**config.mk**
```make
export PLATFORM = sky130hd
export DESIGN_NAME = rmii_rx_framer_flat
export DESIGN_NICKNAME = d
export VERILOG_FILES = /design/src/rtl/rmii_rx_framer_pkg.sv /design/src/rtl/rmii_rx_framer_if.sv /design/src/rtl/rmii_rx_framer_strobe.sv /design/src/rtl/rmii_rx_framer.sv /design/src/flat_wrapper.sv
export SDC_FILE = /design/constraint.sdc
export NUM_CORES = 1
export LEC_CHECK = 0
export CAP_MARGIN = 5
export CORE_MARGIN = 5
export CORE_UTILIZATION = 45
export DETAILED_ROUTE_END_ITERATION = 12
export PLACE_DENSITY = 0.69
export SLEW_MARGIN = 25
export SYNTH_ARGS = -nofsm -noshare
export SYNTH_HDL_FRONTEND = slang
export SYNTH_SLANG_ARGS = --single-unit
```
**constraint.sdc**
```tcl
create_clock -name clk -period 2.1 [get_ports clk]
set_clock_uncertainty 0.2 [all_clocks]
set_input_delay 0.525 -clock clk [delete_from_list [all_inputs] [get_ports clk]]
set_output_delay 0.525 -clock clk [all_outputs]
set_load 0.02 [all_outputs]
```
**src/rtl/rmii_rx_framer_pkg.sv**
```systemverilog
// Shared types and wire constants for the Ethernet PHY receive front end.
package eth_rx_pkg;

  typedef enum logic [1:0] {IDLE, PREAMBLE, DATA, DROP} rx_state_t;

  localparam int ETH_MAX_LEN = 1522;

  // Preamble slice: the low W bits of 0x55.
  function automatic logic [7:0] pre_pat(input int w);
    logic [7:0] mask;
    mask = 8'((1 << w) - 1);
    return 8'h55 & mask;
  endfunction

  // SFD slice: the top W bits of 0xD5, i.e. the last slice on the wire.
  function automatic logic [7:0] sfd_pat(input int w);
    return 8'hD5 >> (8 - w);
  endfunction

endpackage

```
**src/rtl/rmii_rx_framer_if.sv**
```systemverilog
// PHY-side inputs and byte-stream outputs of the receive framer.
interface rmii_rx_framer_if #(
  parameter int W = 2
);
  logic         speed10;
  logic         crs_dv;
  logic [W-1:0] rx_d;
  logic         rx_er;
  logic [7:0]   rx_data;
  logic         rx_valid;
  logic         rx_sof;
  logic         rx_eof;
  logic         rx_err;
  logic [15:0]  rx_len;

  modport master (
    output speed10, crs_dv, rx_d, rx_er,
    input  rx_data, rx_valid, rx_sof, rx_eof, rx_err, rx_len
  );

  modport slave (
    input  speed10, crs_dv, rx_d, rx_er,
    output rx_data, rx_valid, rx_sof, rx_eof, rx_err, rx_len
  );
endinterface

```
**src/rtl/rmii_rx_framer_strobe.sv**
```systemverilog
// Slice sample strobe: every clock at 100 Mb/s, once per DIV10 clocks at 10 Mb/s.
module rmii_rx_strobe #(
  parameter int DIV10     = 10,
  parameter int SAMPLE_PH = 5
) (
  input  logic clk,
  input  logic resetn,
  input  logic speed10,
  input  logic hold,
  output logic sample_en
);

  localparam int CW = (DIV10 > 1) ? $clog2(DIV10) : 1;

  logic [CW-1:0] div_cnt;

  // Holding at 0 while idle re-aligns the sample phase to each carrier rise.
  always_ff @(posedge clk) begin
    if (!resetn)
      div_cnt <= '0;
    else if (!speed10 || hold)
      div_cnt <= '0;
    else if (div_cnt == CW'(DIV10 - 1))
      div_cnt <= '0;
    else
      div_cnt <= div_cnt + 1'b1;
  end

  assign sample_en = !speed10 || (div_cnt == CW'(SAMPLE_PH));

endmodule

```
**src/rtl/rmii_rx_framer.sv**
```systemverilog
// PHY receive framer: preamble/SFD strip, LSB-first byte assembly, CRS_DV toggle handling.
module rmii_rx_framer
  import eth_rx_pkg::*;
#(
  parameter int W          = 2,
  parameter int MIN_PRE    = 4,
  parameter int DIV10      = 10,
  parameter int SAMPLE_PH  = 5,
  parameter int MAX_LEN    = ETH_MAX_LEN,
  parameter int CRS_TOGGLE = 1
) (
  input logic             clk,
  input logic             resetn,
  rmii_rx_framer_if.slave rx
);

  localparam int SLICES = 8 / W;
  localparam int SC_W   = (SLICES > 1) ? $clog2(SLICES) : 1;
  localparam int PC_W   = $clog2(MIN_PRE + 1) + 1;
  localparam int PC_MAX = (1 << PC_W) - 1;

  localparam logic [W-1:0] PRE = W'(pre_pat(W));
  localparam logic [W-1:0] SFD = W'(sfd_pat(W));

  rx_state_t       state;
  logic [PC_W-1:0] pre_cnt;
  logic [SC_W-1:0] slice_cnt;
  logic [15:0]     len;
  logic            err_flag;
  logic            dv_low;
  logic [7:0]      byte_buf;
  logic [7:0]      byte_nx;
  logic            strobe;
  logic            hold;
  logic            accept;
  logic            clean_end;

  assign hold = (state == IDLE) && !rx.crs_dv;

  rmii_rx_strobe #(
    .DIV10    (DIV10),
    .SAMPLE_PH(SAMPLE_PH)
  ) u_strobe (
    .clk      (clk),
    .resetn   (resetn),
    .speed10  (rx.speed10),
    .hold     (hold),
    .sample_en(strobe)
  );

  always_comb begin
    byte_nx = byte_buf;
    for (int k = 0; k < SLICES; k++)
      if (slice_cnt == SC_W'(k))
        byte_nx[W*k +: W] = rx.rx_d;
  end

  // In toggle mode the first low sample may still carry data; only a second low ends the frame.
  assign accept    = rx.crs_dv || ((CRS_TOGGLE != 0) && !dv_low);
  assign clean_end = (CRS_TOGGLE != 0) ? (slice_cnt == SC_W'(1)) : (slice_cnt == '0);

  always_ff @(posedge clk) begin
    if (!resetn) begin
      state       <= IDLE;
      pre_cnt     <= '0;
      slice_cnt   <= '0;
      len         <= '0;
      err_flag    <= 1'b0;
      dv_low      <= 1'b0;
      rx.rx_data  <= '0;
      rx.rx_valid <= 1'b0;
      rx.rx_sof   <= 1'b0;
      rx.rx_eof   <= 1'b0;
      rx.rx_err   <= 1'b0;
      rx.rx_len   <= '0;
    end else begin
      rx.rx_valid <= 1'b0;
      rx.rx_sof   <= 1'b0;
      rx.rx_eof   <= 1'b0;
      if (strobe) begin
        case (state)
          IDLE: begin
            if (rx.crs_dv && rx.rx_d == PRE) begin
              state   <= PREAMBLE;
              pre_cnt <= PC_W'(1);
            end
          end
          PREAMBLE: begin
            if (!rx.crs_dv) begin
              state <= IDLE;
            end else if (rx.rx_d == PRE) begin
              if (pre_cnt != PC_W'(PC_MAX))
                pre_cnt <= pre_cnt + 1'b1;
            end else if (rx.rx_d == SFD && int'(pre_cnt) >= MIN_PRE) begin
              state     <= DATA;
              slice_cnt <= '0;
              len       <= '0;
              err_flag  <= 1'b0;
              dv_low    <= 1'b0;
            end else begin
              state <= DROP;
            end
          end
          DROP: begin
            if (!rx.crs_dv)
              state <= IDLE;
          end
          DATA: begin
            if (accept) begin
              byte_buf <= byte_nx;
              dv_low   <= !rx.crs_dv;
              if (rx.rx_er)
                err_flag <= 1'b1;
              if (slice_cnt == SC_W'(SLICES - 1)) begin
                slice_cnt   <= '0;
                rx.rx_valid <= 1'b1;
                rx.rx_data  <= byte_nx;
                rx.rx_sof   <= (len == '0);
                if (len != 16'hFFFF)
                  len <= len + 16'd1;
              end else begin
                slice_cnt <= slice_cnt + 1'b1;
              end
            end else begin
              state     <= IDLE;
              rx.rx_eof <= 1'b1;
              rx.rx_len <= len;
              rx.rx_err <= err_flag || !clean_end || (len == '0) || (int'(len) > MAX_LEN);
            end
          end
          default: state <= IDLE;
        endcase
      end
    end
  end

endmodule

```
**src/flat_wrapper.sv**
```systemverilog
// flat-port wrapper written by rule: the top's interface ports become plain ports
module rmii_rx_framer_flat import eth_rx_pkg::*;
#(
  parameter int W          = 2,
  parameter int MIN_PRE    = 4,
  parameter int DIV10      = 10,
  parameter int SAMPLE_PH  = 5,
  parameter int MAX_LEN    = ETH_MAX_LEN,
  parameter int CRS_TOGGLE = 1
)
  (clk, resetn, rx_speed10, rx_crs_dv, rx_rx_d, rx_rx_er, rx_rx_data, rx_rx_valid, rx_rx_sof, rx_rx_eof, rx_rx_err, rx_rx_len);
  rmii_rx_framer_if #(.W(W)) rx_i ();
  input logic clk;
  input logic resetn;
  input wire logic [$bits(rx_i.speed10)-1:0] rx_speed10;
  input wire logic [$bits(rx_i.crs_dv)-1:0] rx_crs_dv;
  input wire logic [$bits(rx_i.rx_d)-1:0] rx_rx_d;
  input wire logic [$bits(rx_i.rx_er)-1:0] rx_rx_er;
  output wire logic [$bits(rx_i.rx_data)-1:0] rx_rx_data;
  output wire logic [$bits(rx_i.rx_valid)-1:0] rx_rx_valid;
  output wire logic [$bits(rx_i.rx_sof)-1:0] rx_rx_sof;
  output wire logic [$bits(rx_i.rx_eof)-1:0] rx_rx_eof;
  output wire logic [$bits(rx_i.rx_err)-1:0] rx_rx_err;
  output wire logic [$bits(rx_i.rx_len)-1:0] rx_rx_len;
  assign rx_i.speed10 = rx_speed10;
  assign rx_i.crs_dv = rx_crs_dv;
  assign rx_i.rx_d = rx_rx_d;
  assign rx_i.rx_er = rx_rx_er;
  assign rx_rx_data = rx_i.rx_data;
  assign rx_rx_valid = rx_i.rx_valid;
  assign rx_rx_sof = rx_i.rx_sof;
  assign rx_rx_eof = rx_i.rx_eof;
  assign rx_rx_err = rx_i.rx_err;
  assign rx_rx_len = rx_i.rx_len;
  rmii_rx_framer #(.W(W), .MIN_PRE(MIN_PRE), .DIV10(DIV10), .SAMPLE_PH(SAMPLE_PH), .MAX_LEN(MAX_LEN), .CRS_TOGGLE(CRS_TOGGLE)) u_core (.clk(clk), .resetn(resetn), .rx(rx_i));
endmodule
```
### Word level (Yosys, flattened, before mapping)

Index checks and enable logic that the tools add are counted.

| word-level totals | value |
|---|---|
| word-level logic and storage cells | 115 |
| register bits after elaboration | 66 |
| input port bits | 7 |

| cells by class | value |
|---|---|
| multiplexer cells | 39 |
| bitwise logic cells | 2 |
| reductions and logical operators | 29 |
| equality and inequality tests | 25 |
| add/sub/neg operators | 4 |
| order comparisons | 2 |

Operator list:

| kind | count |
|---|---|
| 2-to-1 mux 16 bit | 6 |
| case mux 16 bit (2 select lines) | 1 |
| 2-to-1 mux 2 bit | 14 |
| adder 16 x 1 -> 16 bit, second input constant | 1 |
| > comparator 16 x 11 -> 1 bit, second input constant | 1 |
| logical NOT 16 bit | 1 |
| 2-to-1 mux 4 bit | 4 |
| != test 16 bit, second input constant | 1 |
| != test 2 x 1 -> 1 bit, second input constant | 6 |
| != test 2 bit, second input constant | 6 |
| AND reduction 6 bit | 2 |
| equality test 2 bit, second input constant | 5 |
| AND reduction 5 bit | 2 |
| 2-to-1 mux 1 bit | 9 |
| adder 4 x 1 -> 4 bit, second input constant | 2 |
| case mux 2 bit (4 select lines) | 1 |
| case mux 4 bit (2 select lines) | 1 |
| AND reduction 4 bit | 2 |
| AND reduction 8 bit | 1 |
| AND reduction 7 bit | 1 |
| equality test 2 x 1 -> 1 bit, second input constant | 3 |
| logical OR 1 bit | 6 |
| AND reduction 3 bit | 2 |
| equality test 4 x 3 -> 1 bit, second input constant | 1 |
| 13 further kinds | 22 |

### Depth between registers and ports, before layout

Gate-level depths: netlist of the first run.

| depth | value |
|---|---|
| depth after elaboration | 6 |
| depth in mapped cells | 9 |
| depth with buffers taken out | 7 |

### Hierarchy

A second synthesis of the first run with hierarchy kept.

| unflattened totals | value |
|---|---|
| cell total of the unflattened synthesis | 346 |
| area, all modules | 3158.0 um2 |

By module, submodules not included:

| module | instances | area an instance (um2) | seq. area each (um2) | cells an instance |
|---|---|---|---|---|
| rmii_rx_framer | 1 | 2980.4 | 1291.2 | 328 |
| rmii_rx_strobe | 1 | 177.7 | 80.1 | 18 |

### Worst setup path before layout of the first run

Ideal clock, no wire load.

| timing | value |
|---|---|
| path type | reg-to-reg |
| start point | reg u_core.slice_cnt[0] |
| end point | reg u_core.len[11] |
| stages on the path, launching flop included | 8 |
| arrival | 1816 ps |
| setup time | 70 ps |
| path buffers | 1 |
| clock period less this slack | 2086 ps |
| setup slack | 14 ps |
| cell sequence | dfxtp_1 ha_1 buf_2 inv_1 a2111oi_4 o21ai_2 or4_1 a21oi_1 |

| on the way | value |
|---|---|
| word-level cells in the longest chain between the ends | 3 |

RTL lines:

| what | line | text |
|---|---|---|
| from (decl) | rmii_rx_framer.sv:27 | `logic [SC_W-1:0] slice_cnt;` |
| from (signal assigned) | rmii_rx_framer.sv:122 | `slice_cnt <= slice_cnt + 1'b1;` |
| equality test 2 bit | rmii_rx_framer.sv:114 | `if (slice_cnt == SC_W'(SLICES - 1)) begin` |
| != test 2 x 1 -> 1 bit (no source line) | - |  |
| AND reduction 8 bit (no source line) | - |  |
| to (signal assigned) | rmii_rx_framer.sv:120 | `len <= len + 16'd1;` |
| to (decl) | rmii_rx_framer.sv:28 | `logic [15:0] len;` |

No other way between the ends.
A chain may end at the register's enable or synchronous reset.

### Worst setup path in the final report of the first run

| timing | value |
|---|---|
| start point | in rx_rx_d[0] |
| end point | reg u_core.len[10] |

| on the way | value |
|---|---|
| word-level cells in the longest chain between the ends | 4 |

RTL lines:

| what | line | text |
|---|---|---|
| from (decl) | flat_wrapper.sv:17 | `input wire logic [$bits(rx_i.rx_d)-1:0] rx_rx_d;` |
| equality test 2 bit | rmii_rx_framer.sv:94 | `end else if (rx.rx_d == SFD && int'(pre_cnt) >= MIN_PRE) begin` |
| logical AND 1 bit | rmii_rx_framer.sv:94 |  |
| != test 2 x 1 -> 1 bit (no source line) | - |  |
| AND reduction 8 bit (no source line) * | - |  |

Every way passes the cells marked *; elsewhere a longest branch is shown, timed or not.

==> results of run 1 <==
[power by group]
group	switching, mW	internal [mW]	total [mW]
Sequential	0.00258	1.28	1.28
Clock	0.475	0.701	1.18
Combinational	0.0560	0.0444	0.100
[state kept, by name, indices dropped and copies added, names as in the netlist]
name / flops
u_core.rx.rx_sof: 1
u_core.rx.rx_eof: 1
u_core.rx.rx_valid: 1
u_core.state: 2
u_core.rx.rx_data: 8
u_core.len: 16
u_core.dv_low: 1
u_core.rx.rx_err: 1
u_core.rx.rx_len: 16
u_core.byte_buf: 8
u_core.err_flag: 1
u_core.u_strobe.div_cnt: 4
u_core.pre_cnt: 4
u_core.slice_cnt: 2
[area by class of cell]
class	count	area [µm²]
inverters	12	45.0
well taps	96	120
clock inverters	3	65.1
multi-input cells	259	1690
fillers	576	2500
flip-flops and latches	66	1410
repair buffers	91	813
clock buffers	13	149
[repair_timing]
item / in CTS / in global routing
gates cloned: 0 / 0
hold buffers: 0 / 0
endpoints found under the setup margin: 9 / 23
pin swaps: 1 / 6
setup buffers: 2 / 0
gates resized for setup: 4 / 27
[Yosys cell counts, types with 5 or more instances]
cell type  count  share of area [%]
nand4_1        5                1.0
ha_1          10                4.0
clkbuf_1      16                1.9
buf_2          6               0.96
o31ai_1        6                1.4
nand2b_1       5                1.0
nand2_1       61                7.3
nor2_1        20                2.4
inv_1         12                1.4
dfxtp_1       58                 37
a21oi_1       37                5.9
mux2_2         8                2.9
nand3_1       13                2.1
edfxtp_1       8                7.7
o21ai_0       14                2.2
[how the worst max path moves through the flow]
stage                      end                        from  cells past startpoint  slack (ns)
2_1_floorplan   u_core.len[11]         u_core.slice_cnt[0]                      7        0.01
3_3_place_gp    u_core.len[11]                   rx_crs_dv                      6       -0.45
3_5_place_dp    u_core.len[11]                   rx_crs_dv                      6       -0.47
4_1_cts        u_core.state[0]                  rx_rx_d[1]                      7        0.01
5_1_grt         u_core.len[11]  u_core.u_strobe.div_cnt[1]                      7      -0.001
6_report        u_core.len[10]                  rx_rx_d[0]                      7        0.06
[critical path, delay by kind of cell]
kind / cells / cell delay (ns)
and+or+nand+nor: 1 / 0.17
AOI/OAI and AO/OA: 4 / 0.67
buffers and inverters: 2 / 0.68
[kinds of logic (layout without fill, tap and decap cells)]
| family | Yosys count | in the layout |
|---|---|---|
| AOI/OAI and AO/OA | 98 | 98 |
| xor gates and xnor gates | 4 | 4 |
| adders and majority gates | 10 | 10 |
| buffers and inverters | 34 | 119 |
| DFF | 66 | 66 |
| muxes | 8 | 8 |
| and+or+nand+nor | 139 | 139 |
[per-layer routing]
layer / GRT usage [%] / vias up
met1: 24.9 / 1423
met2: 31.1 / 79
met5: 0 / -
li1: - / 1467
met3: 4.02 / 15
met4: 8.30 / 0
==> results_dict.tcl, run 1 <==
set metrics [dict create \
    wl_met1_mm 3.71 \
    ios 35 \
    die_y_um 93.5 \
    vias 2984 \
    synthAdderAreaFrac_pct 3.99 \
    syn_inst 359 \
    ys.flop_type "dfxtp_1" \
    mostFrequentLayoutCell "nand2_1" \
    die_w_um 93.5 \
    syn_nets 376 \
    finalMaxSlewViolations 0 \
    hold_depth 2 \
    synth-compound-area-share_pct 21.1 \
    cts.sinks 66 \
    p_leak_nw 1.56 \
    tightest_slew_ns 0.414 \
    regToRegEndpoint "u_core.len[11]" \
    synth_area_mm2 0.00314 \
    dp.cells 522 \
    cts.clk_slew.worst_paths_ns 0.07 \
    status "finished, final reports clean" \
    ys_types 56 \
    numCtsBuffers 9 \
    drt-pass1-iter-count 4 \
    r2r_cells 7 \
    cp-end-kind "flop" \
    synth_seq_area_share_pct 44.6 \
    fmax_ghz 0.491 \
    clockBufferDepth 2 \
    vias_per_cell 5.53 \
    post-route-cell-area_mm2 0.00429 \
    place_area_mm2 0.00396 \
    worst-r2r-setup-slack_ns 0.09 \
    synthSimpleGateAreaFrac_pct 22.0 \
    worstSkewPairLatency_ns 0.34 \
    finalHoldViolCount 0 \
    std_cell_rows 30 \
    fin_util_pct 63.1 \
    start_kind "input pin" \
    synth-edff-count 8 \
    r2r_start "u_core.u_strobe.div_cnt[1]" \
    yosys_warnings 0 \
    placement.io_buffers 34 \
    setup_tns_ns 0 \
    synthXorXnorAreaFrac_pct 1.12 \
    core_mm2 0.00679 \
    cp_max_fo 7 \
    setup_ws_ns 0.0622 \
    drive_above_1_share_pct 25.0 \
    syn_avg_cell_area_um2 8.74 \
    slowest_stage "clkdlybuf4s50_1" \
    grt_max_degree 24 \
    grt_pass1_vias 2805 \
    final_cells 540 \
    power_density_mw_per_mm2 596 \
    drc 0 \
    peakVddDrop_uv 348 \
    hp-start "u_core.rx.rx_len[12]" \
    grt_pass1_wl_mm 13.3 \
    most-common-layout-cells "59 x nand2_1, 53 x buf_4, 51 x dfxtp_1" \
    initial_core_util_pct 46.2 \
    max_cap_violations 0 \
    post_drt_wl_per_cell_um 15.0 \
    cts_tree "built" \
    met2_length_mm 3.83 \
    drt_iter0_markers 278 \
    min_path_type "flop to flop" \
    critPathKind "input pin to flop" \
    grtUsageTotal_pct 19.3 \
    final_antenna_net_count 0 \
    period_share_pct 97.0 \
    clockRootBuffer "clkbuf_8" \
    htree_levels 3 \
    ys_seq_elements 66 \
    fin_crit_ns 2.04 \
    crit_arrival_ns 2.05 \
    dp_hpwl_mm 5.71 \
    synth_mux_area_share_pct 2.87 \
    dp_slack_ns -0.466 \
    worst-endpoint-required_ns 2.12 \
    diodes 0 \
    max_slew_margin_pct 72.1 \
    die_area_mm2 0.00875 \
    synth_top_family_by_area "simple AND/OR/NAND/NOR gates" \
    fin_hold_ws_ns 0.255 \
    critPathMaxStageDelay_ns 0.48 \
    grt_overflow 0 \
    nets 456 \
    top_layer_used "met4" \
    total_power_mw 2.56 \
    hold_path_end "u_core.rx.rx_len[12]" \
    crit_chain "clkdlybuf4s50_1 -> o211ai_1 -> nor2_2 -> o221ai_2 -> buf_4 -> o311ai_1 -> o31ai_1" \
    wl_mm 8.07 \
    routabilityCongestion 0.871 \
    antenna_found_initial 0 \
    area_growth_pct 36.7 \
    finalSetupViolations 0 \
    async_flop_share_pct 0 \
    wl_met3_um 349 \
]
Power figures use the tool's default switching activity.
==> run 2: changes to the inputs <==
- ABC_CLOCK_PERIOD_IN_PS: not set -> 2100
- CORE_MARGIN: 5 -> 3
==> run 2 against run 1 <==
  * Utilization increased by 1.2 points
  * Register-to-register slack got worse by 0.02 ns
  * Setup slack got worse by 0.0059 ns
  * Power decreased by 5.0%
  * First-iteration DRC count decreased by 46%
==> results_dict.tcl, run 2 (synthesis gave the netlist of run 1 again) <==
set metrics [dict create \
    wl_mm 7.92 \
    clockBufferDepth 2 \
    r2r_cells 5 \
    min_path_type "flop to flop" \
    p_int_mw 1.86 \
    worstSkewPairLatency_ns 0.35 \
    vias 2937 \
    place_area_mm2 0.00392 \
    fmax_ghz 0.489 \
    post_drt_wl_per_cell_um 14.8 \
    max_slew_margin_pct 67.5 \
    setup_ws_ns 0.0563 \
    cp-end-kind "output port" \
    cts.sinks 66 \
    placement.io_buffers 34 \
    seqPwrFrac_pct 52.7 \
    core_mm2 0.00657 \
    area_growth_pct 34.6 \
    setup_tns_ns 0 \
    antenna_found_initial 0 \
    htree_levels 3 \
    nets 454 \
    p_leak_nw 1.54 \
    grt_max_degree 18 \
    nFillCells 557 \
    critical_path_depth 1 \
    initial_core_util_pct 47.8 \
    diodes 0 \
    post-route-cell-area_mm2 0.00423 \
    finalMaxSlewViolations 0 \
    status "finished, final reports clean" \
    die_w_um 89.5 \
    multi_input_area_mm2 0.00168 \
    fin_crit_ns 2.04 \
    pwr-share-comb_pct 4.1 \
    drc 0 \
    power_density_mw_per_mm2 574 \
    crit_end "rx_rx_err" \
    dp.cells 516 \
    die_area_mm2 0.00801 \
    dp_slack_ns -0.557 \
    cp_top_family "buffers and inverters" \
    cts_hold_buf 0 \
    vias_per_cell 5.49 \
    power.switching_uw 571 \
    finalHoldViolCount 0 \
    critPathKind "flop to output port" \
    worst-endpoint-required_ns 1.37 \
    worst-path-buf-inv 1 \
    regToRegEndpoint "u_core.byte_buf[7]" \
    grt_overflow 0 \
    grt_pass1_wl_mm 13.1 \
    crit_chain "clkdlybuf4s50_1" \
    start_kind "flop" \
    swShare_pct 23.5 \
    reg_top3 "u_core.len x16, u_core.rx.rx_len x16" \
    max_cap_violations 0 \
    cp_max_fo 2 \
    die_y_um 89.5 \
    most-common-layout-cells "61 x nand2_1, 56 x dfxtp_1, 52 x buf_4" \
    pwr-share-clk_pct 43.2 \
    slowest_stage "clkdlybuf4s50_1" \
    grtUsageTotal_pct 21.5 \
    grt_pass1_vias 2777 \
    final_cells 535 \
    finalSetupViolations 0 \
    std_cell_rows 29 \
    period_share_pct 97.3 \
    final_antenna_net_count 0 \
    peakVddDrop_uv 482 \
    cts_tree "built" \
    fin_util_pct 64.3 \
    numCtsBuffers 9 \
    critPathMaxStageDelay_ns 0.61 \
    clockRootBuffer "clkbuf_8" \
    dp_hpwl_mm 5.77 \
    drt_iter0_markers 150 \
    mostFrequentLayoutCell "nand2_1" \
    tightest_slew_ns 0.483 \
    r2r_start "u_core.state[0]" \
    drive_above_1_share_pct 23.3 \
    startpoint "u_core.rx.rx_err" \
    worst-r2r-setup-slack_ns 0.07 \
    crit_arrival_ns 1.32 \
    ff_latch_area_mm2 0.00140 \
    cts.clk_slew.worst_paths_ns 0.08 \
    routabilityCongestion 0.883 \
    drt-pass1-iter-count 5 \
    ios 35 \
]
==> run 2: cell types whose count changed in the layout (fill, tap and decap cells not counted), sizes merged <==
| cell | delta |
|---|---|
| clkbuf | -2 |
| bufinv | -2 |
| dlymetal6s2s | +1 |
| inv | +2 |
| clkinv | +2 |
| clkdlybuf4s50 | -1 |
| buf | -2 |
==> run 2: worst min path at each step <==
stage | cells after the start | from | to | slack (ns)
2_1_floorplan | 1 | u_core.u_strobe.div_cnt[0] | u_core.u_strobe.div_cnt[0] | 0.23
3_3_place_gp | 2 | u_core.rx.rx_len[10] | u_core.rx.rx_len[10] | 0.24
3_5_place_dp | 2 | u_core.rx.rx_data[0] | u_core.rx.rx_data[0] | 0.25
4_1_cts | 2 | u_core.rx.rx_data[0] | u_core.rx.rx_data[0] | 0.26
5_1_grt | 2 | u_core.rx.rx_len[13] | u_core.rx.rx_len[13] | 0.27
6_report | 2 | u_core.rx.rx_len[13] | u_core.rx.rx_len[13] | 0.25
==> run 2: power by group through the flow <==
stage                     combinational (mW)  sequential [mW]  clock [mW]
final                                 0.0990             1.28        1.05
after global routing                   0.108             1.28        1.13
after CTS                             0.0932             1.28        1.07
after detailed placement              0.0927             1.31           0
after global placement                0.0912             1.31           0
after floorplan                       0.0422             1.31           0
==> run 2: what timing repair did <==
item                       in CTS  in global routing
resized for setup               5                 20
setup endpoints to repair      13                 17
pin swaps                       1                  3
buffers inserted                2                  1
==> run 2: area by class of cell <==
cell class / instances / area share [%]
inverters: 12 / 1.07
flip-flops and latches: 66 / 33.2
clock inverters: 5 / 0.800
clock buffers: 11 / 3.85
multi-input cells: 259 / 39.7
repair buffers: 89 / 18.7
well taps: 93 / 2.75
==> run 2: per-layer routing <==
layer | global-route usage (%) | vias up | wire length, µm
li1 | - | 1454 | -
met1 | 28.3 | 1391 | 3730
met2 | 33.7 | 77 | 3650
met3 | 4.98 | 15 | 400
met4 | 9.34 | 0 | 136
met5 | 0 | - | 0
==> run 2: metrics by stage <==
stage                     power [mW]  hold slack [ns]
final                           2.43            0.254
after global placement          1.40            0.243
after detailed placement        1.40            0.247
after floorplan                 1.35            0.233
after global routing            2.52            0.272
after CTS                       2.45            0.258
